===== src/rtl/ex_mem_reg.sv =====
// ex_mem_reg: execute -> memory pipeline register.
// Captures execute-stage results and precomputes load/store byte lanes.
// Supports stall and flush. Misaligned halfword/word accesses are dropped
// as bubbles, and the drop raises a one-cycle trap pulse.
module ex_mem_reg #(
   parameter logic [31:0] NOP_INST = 32'h0000_0013
) (
   input  logic        clk,
   input  logic        rst,
   input  logic        hold_i,
   input  logic        flush_i,
   input  logic        valid_i,
   input  logic [31:0] inst_i,
   input  logic [31:0] inst_addr_i,
   input  logic [31:0] alu_res_i,
   input  logic [31:0] reg_wdata_i,
   input  logic        reg_we_i,
   input  logic [4:0]  reg_waddr_i,
   input  logic [31:0] reg2_rdata_i,
   output logic [31:0] inst_o,
   output logic [31:0] inst_addr_o,
   output logic [31:0] op1_add_op2_res_o,
   output logic [31:0] reg_wdata_o,
   output logic [31:0] reg2_rdata_o,
   output logic        reg_we_o,
   output logic [4:0]  reg_waddr_o,
   output logic [1:0]  mem_raddr_index_o,
   output logic [1:0]  mem_waddr_index_o,
   output logic        valid_o,
   output logic        misalign_o,
   output logic [31:0] misalign_addr_o,
   output logic [31:0] misalign_pc_o
);

   localparam logic [6:0] OPC_LOAD  = 7'b0000011;
   localparam logic [6:0] OPC_STORE = 7'b0100011;

   typedef enum logic [1:0] {
      ACT_CAPTURE,
      ACT_FLUSH,
      ACT_HOLD,
      ACT_TRAP
   } act_e;

   logic [31:0] r_inst;
   logic [31:0] r_inst_addr;
   logic [31:0] r_alu_res;
   logic [31:0] r_reg_wdata;
   logic [31:0] r_reg2_rdata;
   logic        r_reg_we;
   logic [4:0]  r_reg_waddr;
   logic [1:0]  r_raddr_index;
   logic [1:0]  r_waddr_index;
   logic        r_valid;
   logic        r_misalign;
   logic [31:0] r_misalign_addr;
   logic [31:0] r_misalign_pc;

   logic        w_is_load;
   logic        w_is_store;
   logic        w_is_half;
   logic        w_is_word;
   logic        w_misalign;
   act_e        w_act;

   // Decode the incoming access and pick the edge action by priority.
   always_comb begin
      w_is_load  = (inst_i[6:0] == OPC_LOAD);
      w_is_store = (inst_i[6:0] == OPC_STORE);
      w_is_half  = (w_is_load  && (inst_i[14:12] == 3'b001 || inst_i[14:12] == 3'b101)) ||
                   (w_is_store && (inst_i[14:12] == 3'b001));
      w_is_word  = (w_is_load || w_is_store) && (inst_i[14:12] == 3'b010);
      w_misalign = valid_i && ((w_is_half && alu_res_i[0]) ||
                               (w_is_word && (alu_res_i[1:0] != 2'b00)));
      if (flush_i)         w_act = ACT_FLUSH;
      else if (hold_i)     w_act = ACT_HOLD;
      else if (w_misalign) w_act = ACT_TRAP;
      else                 w_act = ACT_CAPTURE;
   end

   // Pipeline state: bubble by default, overridden by capture or trap; hold keeps all.
   always_ff @(posedge clk or posedge rst) begin
      if (rst) begin
         r_inst          <= NOP_INST;
         r_inst_addr     <= '0;
         r_alu_res       <= '0;
         r_reg_wdata     <= '0;
         r_reg2_rdata    <= '0;
         r_reg_we        <= 1'b0;
         r_reg_waddr     <= '0;
         r_raddr_index   <= '0;
         r_waddr_index   <= '0;
         r_valid         <= 1'b0;
         r_misalign      <= 1'b0;
         r_misalign_addr <= '0;
         r_misalign_pc   <= '0;
      end else begin
         r_misalign <= 1'b0;
         if (w_act != ACT_HOLD) begin
            r_inst        <= NOP_INST;
            r_inst_addr   <= inst_addr_i;
            r_alu_res     <= '0;
            r_reg_wdata   <= '0;
            r_reg2_rdata  <= '0;
            r_reg_we      <= 1'b0;
            r_reg_waddr   <= '0;
            r_raddr_index <= '0;
            r_waddr_index <= '0;
            r_valid       <= 1'b0;
            if (w_act == ACT_TRAP) begin
               r_misalign      <= 1'b1;
               r_misalign_addr <= alu_res_i;
               r_misalign_pc   <= inst_addr_i;
            end else if (w_act == ACT_CAPTURE && valid_i) begin
               r_inst        <= inst_i;
               r_alu_res     <= alu_res_i;
               r_reg_wdata   <= reg_wdata_i;
               r_reg2_rdata  <= reg2_rdata_i;
               r_reg_we      <= reg_we_i;
               r_reg_waddr   <= reg_waddr_i;
               r_raddr_index <= w_is_load  ? alu_res_i[1:0] : 2'b00;
               r_waddr_index <= w_is_store ? alu_res_i[1:0] : 2'b00;
               r_valid       <= 1'b1;
            end
         end
      end
   end

   assign inst_o            = r_inst;
   assign inst_addr_o       = r_inst_addr;
   assign op1_add_op2_res_o = r_alu_res;
   assign reg_wdata_o       = r_reg_wdata;
   assign reg2_rdata_o      = r_reg2_rdata;
   assign reg_we_o          = r_reg_we;
   assign reg_waddr_o       = r_reg_waddr;
   assign mem_raddr_index_o = r_raddr_index;
   assign mem_waddr_index_o = r_waddr_index;
   assign valid_o           = r_valid;
   assign misalign_o        = r_misalign;
   assign misalign_addr_o   = r_misalign_addr;
   assign misalign_pc_o     = r_misalign_pc;

endmodule


===== config.mk =====
export PLATFORM = sky130hd
export DESIGN_NAME = ex_mem_reg
export DESIGN_NICKNAME = d
export VERILOG_FILES = /design/src/rtl/ex_mem_reg.sv
export SDC_FILE = /design/constraint.sdc
export NUM_CORES = 1
export LEC_CHECK = 0
export CORE_AREA = 2 2 156 158
export DETAILED_ROUTE_END_ITERATION = 8
export DIE_AREA = 0 0 158 160
export PLACE_DENSITY = 0.78
export RECOVER_POWER = 100
export SLEW_MARGIN = 20
export SYNTH_ARGS = -nofsm -noshare
export SYNTH_HDL_FRONTEND = slang
export SYNTH_SLANG_ARGS = --single-unit
export TNS_END_PERCENT = 1

===== constraint.sdc =====
create_clock -name clk -period 18.5 [get_ports clk]
set_clock_uncertainty 0.05 [all_clocks]
set_input_delay 1.85 -clock clk [delete_from_list [all_inputs] [get_ports clk]]
set_output_delay 1.85 -clock clk [all_outputs]
set_load 0.1 [all_outputs]

# Word-level counts from Yosys, hierarchy flattened
# Cells that the tools add are included.
dict set report totals {
  rom_bits 0
  input_bits 171
  ramBits 0
  latchBits 0
  n_memories 0
  ff_bits 236
  output_inout_bits 236
}
dict set report op_classes {
  mux 25
  n_eq_ne 7
  magnitude_cmp 0
  shifts 0
  n_bitwise 0
  multipliers 0
  div_mod_pow 0
  addsub 0
  reduce_logical 14
}
# cell n
set ops {}
lappend ops {{$mux 32} 8}
lappend ops {{$mux 2} 9}
lappend ops {{$mux 5} 2}
lappend ops {{$eq 7x2->1 const B} 1}
lappend ops {{$eq 7x6->1 const B} 1}
lappend ops {{$logic_and 1x1->1} 7}
lappend ops {{$mux 1} 6}
lappend ops {{$logic_or 1x1->1} 4}
lappend ops {{$eq 3x1->1 const B} 1}
lappend ops {{$eq 3x2->1 const B} 1}
lappend ops {{$eq 3x3->1 const B} 1}
lappend ops {{$eq 2x2->1 const B} 1}
lappend ops {{$logic_not 2->1} 1}
lappend ops {{$ne 2x2->1 const B} 1}
lappend ops {{$reduce_and 2->1} 1}
lappend ops {{$reduce_bool 2->1} 1}

# Depth between registers and ports, before layout
dict set report depth {
  ltp_word 14
  depth_mapped 6
  ltp_nobuf 5
}

# Worst setup path before layout
# OpenSTA, ideal clock, no wires.
dict set report synth_timing {
  path_kind {in2reg}
  startpoint {input port inst_i[2]}
  endpoint {register r_misalign_addr[0] (netlist: misalign_addr_o[0])}
  n_path_buf 2
  slack_ps 15079
  cell_stages 6
  arrival_time_ps 3245
  setup_time_ps 126
  t_required_ps 18324
  path_cell_list {or4_4 > nor3_2 > o31ai_1 > buf_6 > buf_6 > mux2_2}
}
dict set report synth_via {
  elab_chain_cells 11
  elab_cells_between_ends 17
  cone_classes {eq/ne (4); mux (3); reduce/logical (10)}
}
# element line_no
set synth_lines {}
lappend synth_lines {{start: declaration} 13} ;# input logic [31:0] inst_i,
lappend synth_lines {{$eq 7x2->1 or $eq 7x6->1 (tied branches)} {68, 69}}
lappend synth_lines {{$logic_and 1x1->1 (tied with other cells)} 70} ;# w_is_half = (w_is_load && (inst_i[14:12] == 3'b001 || inst_i[14:12] == 3'b101)) ||
lappend synth_lines {{$logic_or 1x1->1 or $logic_and 1x1->1 (tied branches)} {70, 72}}
lappend synth_lines {{$logic_and 1x1->1 (on tied branches)} {73, 74}}
lappend synth_lines {{$logic_or 1x1->1 (*)} 73} ;# w_misalign = valid_i && ((w_is_half && alu_res_i[0]) ||
lappend synth_lines {{$logic_and 1x1->1 (*)} 73}
lappend synth_lines {{$mux 2 (*)} 77} ;# else if (w_misalign) w_act = ACT_TRAP;
lappend synth_lines {{$mux 2 (*)} 76} ;# else if (hold_i) w_act = ACT_HOLD;
lappend synth_lines {{$mux 2 (*)} 75} ;# if (flush_i) w_act = ACT_FLUSH;
lappend synth_lines {{$ne 2x2->1 or $eq 2x2->1 (tied branches)} {99, 110}}
lappend synth_lines {{$reduce_and 2->1 (no source line) (*)} -}
lappend synth_lines {{end signal: assignment} 112} ;# r_misalign_addr <= alu_res_i;
lappend synth_lines {{end: declaration} 56} ;# logic [31:0] r_misalign_addr;
# Every way passes the cells marked *; elsewhere a longest branch is shown, timed or not.
# A chain may end at the register's enable or synchronous reset.

# Final worst setup path
dict set report layout_timing {
  startpoint {input port flush_i}
  endpoint {register r_reg2_rdata[5] (netlist: reg2_rdata_o[5])}
}
dict set report layout_via {
  elab_chain_cells 5
  elab_cells_between_ends 7
  cone_classes {eq/ne (2); mux (3); reduce/logical (2)}
}
# element line_no
set layout_lines {}
lappend layout_lines {{start: declaration} 11} ;# input logic flush_i,
lappend layout_lines {{$mux 2 (*)} 75}
lappend layout_lines {{$logic_not 2->1} 114} ;# end else if (w_act == ACT_CAPTURE && valid_i) begin
lappend layout_lines {{$logic_and 1x1->1} 114}
lappend layout_lines {{$mux 32} 114}
lappend layout_lines {{$mux 32} 110} ;# if (w_act == ACT_TRAP) begin
lappend layout_lines {{end signal: assignment} 118} ;# r_reg2_rdata <= reg2_rdata_i;
lappend layout_lines {{end: declaration} 49} ;# logic [31:0] r_reg2_rdata;
# Marks and branches as above.

==> impl_metrics.xml <==
<?xml version="1.0" encoding="UTF-8"?>
<metrics>
  <group name="sta">
    <metric name="max_clock_freq" unit="MHz">111.7</metric>
    <metric name="setup_tns" unit="ns">0</metric>
    <metric name="finalCritPeriodShare" unit="%">48.41</metric>
    <metric name="final-max-slew-violation-count" unit="">651</metric>
    <metric name="max-slew-margin-rel" unit="%">-184.1</metric>
    <metric name="holdWs" unit="ns">0.4050</metric>
    <metric name="finalCriticalPeriod" unit="ns">8.955</metric>
    <metric name="rsz_0062_raised_after_global_routing" unit="">false</metric>
    <metric name="report.final.hold_viol_count" unit="">0</metric>
    <metric name="timing_worst_slew_pin_value" unit="ns">4.238</metric>
    <metric name="final-setup-viol-count" unit="">0</metric>
  </group>
  <group name="power_and_ir_drop">
    <metric name="max-vdd-ir-drop" unit="V">0.00006688</metric>
    <metric name="power_density" unit="nW/µm²">96.51</metric>
    <metric name="power_leakage" unit="nW">6.996</metric>
  </group>
  <group name="yosys">
    <metric name="syn_area" unit="µm²">8610</metric>
    <metric name="syn_nets" unit="">776</metric>
    <metric name="synth.largest_area_cell" unit="">sky130_fd_sc_hd__dfrtp_1</metric>
    <metric name="ys_top_cells_by_area" unit="">sky130_fd_sc_hd__dfrtp_1 (68%), sky130_fd_sc_hd__a22o_1 (14%), sky130_fd_sc_hd__mux2_2 (8.4%)</metric>
    <metric name="synthDistinctLibCells" unit="">29</metric>
    <metric name="syn_avg_cell_area" unit="µm²">14.23</metric>
    <metric name="async_set_reset_flop_share_out_of_synthesis" unit="%">100.0</metric>
    <metric name="synth_warn" unit="">0</metric>
    <metric name="synth_seq_cells" unit="">236</metric>
    <metric name="synth_top_area_share" unit="%">67.72</metric>
    <metric name="synth.yosys.seq_area_share" unit="%">68.64</metric>
    <metric name="synth_enable_flop_cells" unit="">0</metric>
    <metric name="synthesis.instances" unit="">605</metric>
    <metric name="synthFlopType" unit="">sky130_fd_sc_hd__dfrtp_1</metric>
  </group>
  <group name="critical_path">
    <metric name="critical_path.startpoint_type" unit="">input port</metric>
    <metric name="r2r_slack" unit="ns">17.59</metric>
    <metric name="timing.critical_path.to" unit="">reg2_rdata_o[5]$_DFFE_PP0P_</metric>
    <metric name="r2r_end" unit="">inst_o[4]$_DFFE_PP1P_</metric>
    <metric name="crit_start" unit="">flush_i</metric>
    <metric name="worst_r2r_startpoint" unit="">inst_o[4]$_DFFE_PP1P_</metric>
    <metric name="timing_worst_setup_path_type" unit="">input port to register</metric>
    <metric name="critPathCaptureType" unit="">register</metric>
    <metric name="timing.reg2reg.worst_path_depth" unit="">2</metric>
    <metric name="cp_data_arrival_time" unit="ns">9.34</metric>
    <metric name="crit_fanout" unit="">73</metric>
    <metric name="worst-endpoint-required" unit="ns">18.89</metric>
  </group>
  <group name="clock_network">
    <metric name="postCtsResizedCells" unit="">0</metric>
    <metric name="post_cts_hold_buffer_count" unit="">0</metric>
    <metric name="clock_tree_from_tritoncts" unit="">built</metric>
    <metric name="numClockSinks" unit="">236</metric>
    <metric name="post-cts-setup-buffers" unit="">0</metric>
    <metric name="clock_insertion_delay_worst_skew" unit="ns">0.52</metric>
    <metric name="clkSlewWorstSetupHoldPaths" unit="ns">0.06</metric>
    <metric name="clk_path_buf_depth" unit="">3</metric>
    <metric name="clk_root_buffer_cell" unit="">sky130_fd_sc_hd__clkbuf_16</metric>
    <metric name="max_h_tree_level" unit="">1</metric>
    <metric name="cts_made_buffers" unit="">26</metric>
  </group>
  <group name="final_layout">
    <metric name="layout.cells.most_common" unit="">sky130_fd_sc_hd__dlygate4sd3_1</metric>
    <metric name="commonest_cells_after_routing_fill_and_taps_aside" unit="">sky130_fd_sc_hd__dlygate4sd3_1 (237), sky130_fd_sc_hd__dfrtp_1 (233), sky130_fd_sc_hd__clkdlybuf4s50_1 (167)</metric>
    <metric name="n_antenna_cell" unit="">0</metric>
    <metric name="nets" unit="">1174</metric>
    <metric name="area.growth.synth_to_final" unit="%">59.77</metric>
    <metric name="layout-drive-gt1-share" unit="%">10.77</metric>
  </group>
  <group name="routing">
    <metric name="finalWirelength" unit="µm">26570</metric>
    <metric name="route.antenna.remaining_nets" unit="">0</metric>
    <metric name="post_drt_wl_per_cell" unit="µm">19.76</metric>
    <metric name="drc_errors" unit="">0</metric>
    <metric name="drt_first_pass_iters" unit="">4</metric>
    <metric name="drt-initial-drc-count" unit="">363</metric>
    <metric name="num_vias" unit="">6662</metric>
    <metric name="viasPerCell" unit="">4.953</metric>
  </group>
  <group name="global_routing">
    <metric name="grt_first_pass_wirelength" unit="µm">40390</metric>
    <metric name="grt.overflow.total" unit="">0</metric>
    <metric name="grt_max_degree" unit="">97</metric>
    <metric name="grt_pass1_vias" unit="">7053</metric>
    <metric name="antenna_found_initial" unit="">0</metric>
    <metric name="track_usage" unit="%">20.53</metric>
  </group>
  <group name="outcome">
    <metric name="outcome" unit="">finished, violations left</metric>
    <metric name="violations" unit="">max-capacitance violations, max-slew violations</metric>
  </group>
  <group name="job">
    <metric name="drv.max_cap_violation_count" unit="">11</metric>
  </group>
  <group name="die">
    <metric name="ios" unit="">407</metric>
    <metric name="die-width" unit="µm">158</metric>
    <metric name="core.rowCount" unit="">57</metric>
    <metric name="start_util" unit="%">36.14</metric>
    <metric name="die_area" unit="µm²">25280</metric>
    <metric name="fp.coreArea" unit="µm²">23820</metric>
    <metric name="floorplan.die.height" unit="µm">160</metric>
  </group>
  <group name="hold_path">
    <metric name="min-delay-start" unit="">inst_addr_o[29]$_DFFE_PP0P_</metric>
    <metric name="timing.hold.worst.class" unit="">register to register</metric>
    <metric name="hold_crit_depth" unit="">2</metric>
  </group>
  <group name="placement">
    <metric name="port_buffers" unit="">406</metric>
    <metric name="gpl.final_weighted_congestion" unit="">0.7902</metric>
    <metric name="detailed_place_hpwl" unit="µm">18860</metric>
  </group>
</metrics>
==> registers in the layout, indices dropped and copies added, names as in the netlist, 5 cells and up <==
name / count
inst_o: 32
reg2_rdata_o: 32
reg_wdata_o: 32
op1_add_op2_res_o: 32
reg_waddr_o: 5
misalign_pc_o: 32
misalign_addr_o: 32
inst_addr_o: 32
==> report_power, final <==
| group | internal [mW] | leakage [nW] | switching, mW |
|---|---|---|---|
| Combinational | 0.0701 | 3.39 | 0.192 |
| Sequential | 0.536 | 3.18 | 0.00995 |
| Clock | 0.316 | 0.434 | 0.204 |
| Total | 0.922 | 7.00 | 0.406 |
==> critical path, cell delays in order <==
cell	delay (ns)
sky130_fd_sc_hd__dlygate4sd3_1	0.58
sky130_fd_sc_hd__nor2b_1	1.66
sky130_fd_sc_hd__clkbuf_1	2.30
sky130_fd_sc_hd__clkbuf_1	2.44
sky130_fd_sc_hd__a22o_1	0.43
==> Yosys cell counts, drive strengths merged (3+ instances only) <==
master  number
and3b        3
nand2       97
clkbuf      26
buf         18
a21oi        3
dfrtp      233
mux2        64
inv          4
a22o       133
dfstp        3
nor4bb       3
==> metal layers <==
metal | global-route usage (%) | vias to the layer above | wire (µm)
li1 | - | 3004 | -
met1 | 23.80 | 3299 | 9998
met2 | 34.80 | 298 | 12900
met3 | 7.110 | 61 | 2675
met4 | 7.903 | 0 | 994
met5 | 0 | - | 0
==> through the flow <==
step           cell area (µm²)  power, mW  setup WS (ns)  instances  utilization [%]
2_1_floorplan             8610     0.7308          10.13        605                -
4_1_cts                  13840      1.351          13.89       1345            58.11
3_5_place_dp             12960     0.8268          13.36       1299            54.41
5_1_grt                  13760      1.376          8.919       1345            57.75
3_3_place_gp             12960     0.8244          13.37       1299            54.41
6_report                 13760      1.328          9.545       1345            57.75
==> how the worst min path moves through the flow <==
stage	slack (ns)	to
3_3_place_gp	0.40	inst_addr_o[29]$_DFFE_PP0P_
3_5_place_dp	0.40	inst_addr_o[29]$_DFFE_PP0P_
6_report	0.40	inst_addr_o[29]$_DFFE_PP0P_
4_1_cts	0.42	inst_addr_o[29]$_DFFE_PP0P_
2_1_floorplan	0.67	inst_o[4]$_DFFE_PP1P_
5_1_grt	0.43	inst_addr_o[20]$_DFFE_PP0P_
==> cells by family (layout without fill, tap and decap cells) <==
group / after synthesis / in the layout / synth area share [%]
AOI/OAI and AO/OA: 145 / 145 / 14.62
xor gates and xnor gates: 1 / 1 / 0.1017
buffers and inverters: 48 / 464 / 2.703
DFF: 236 / 236 / 68.64
muxes: 64 / 64 / 8.371
and+or+nand+nor: 111 / 111 / 5.566
==> area by class of cell <==
| class | instances | area [µm²] |
|---|---|---|
| Clock buffer | 42 | 820.8 |
| Clock inverter | 4 | 60.06 |
| Fill cell | 1979 | 10060 |
| Inverter | 4 | 16.27 |
| Multi-Input combinational cell | 321 | 2462 |
| Sequential cell | 236 | 5909 |
| Tap cell | 324 | 405.4 |
| Timing Repair Buffer | 414 | 4081 |
(Power assumes the default switching activity.)
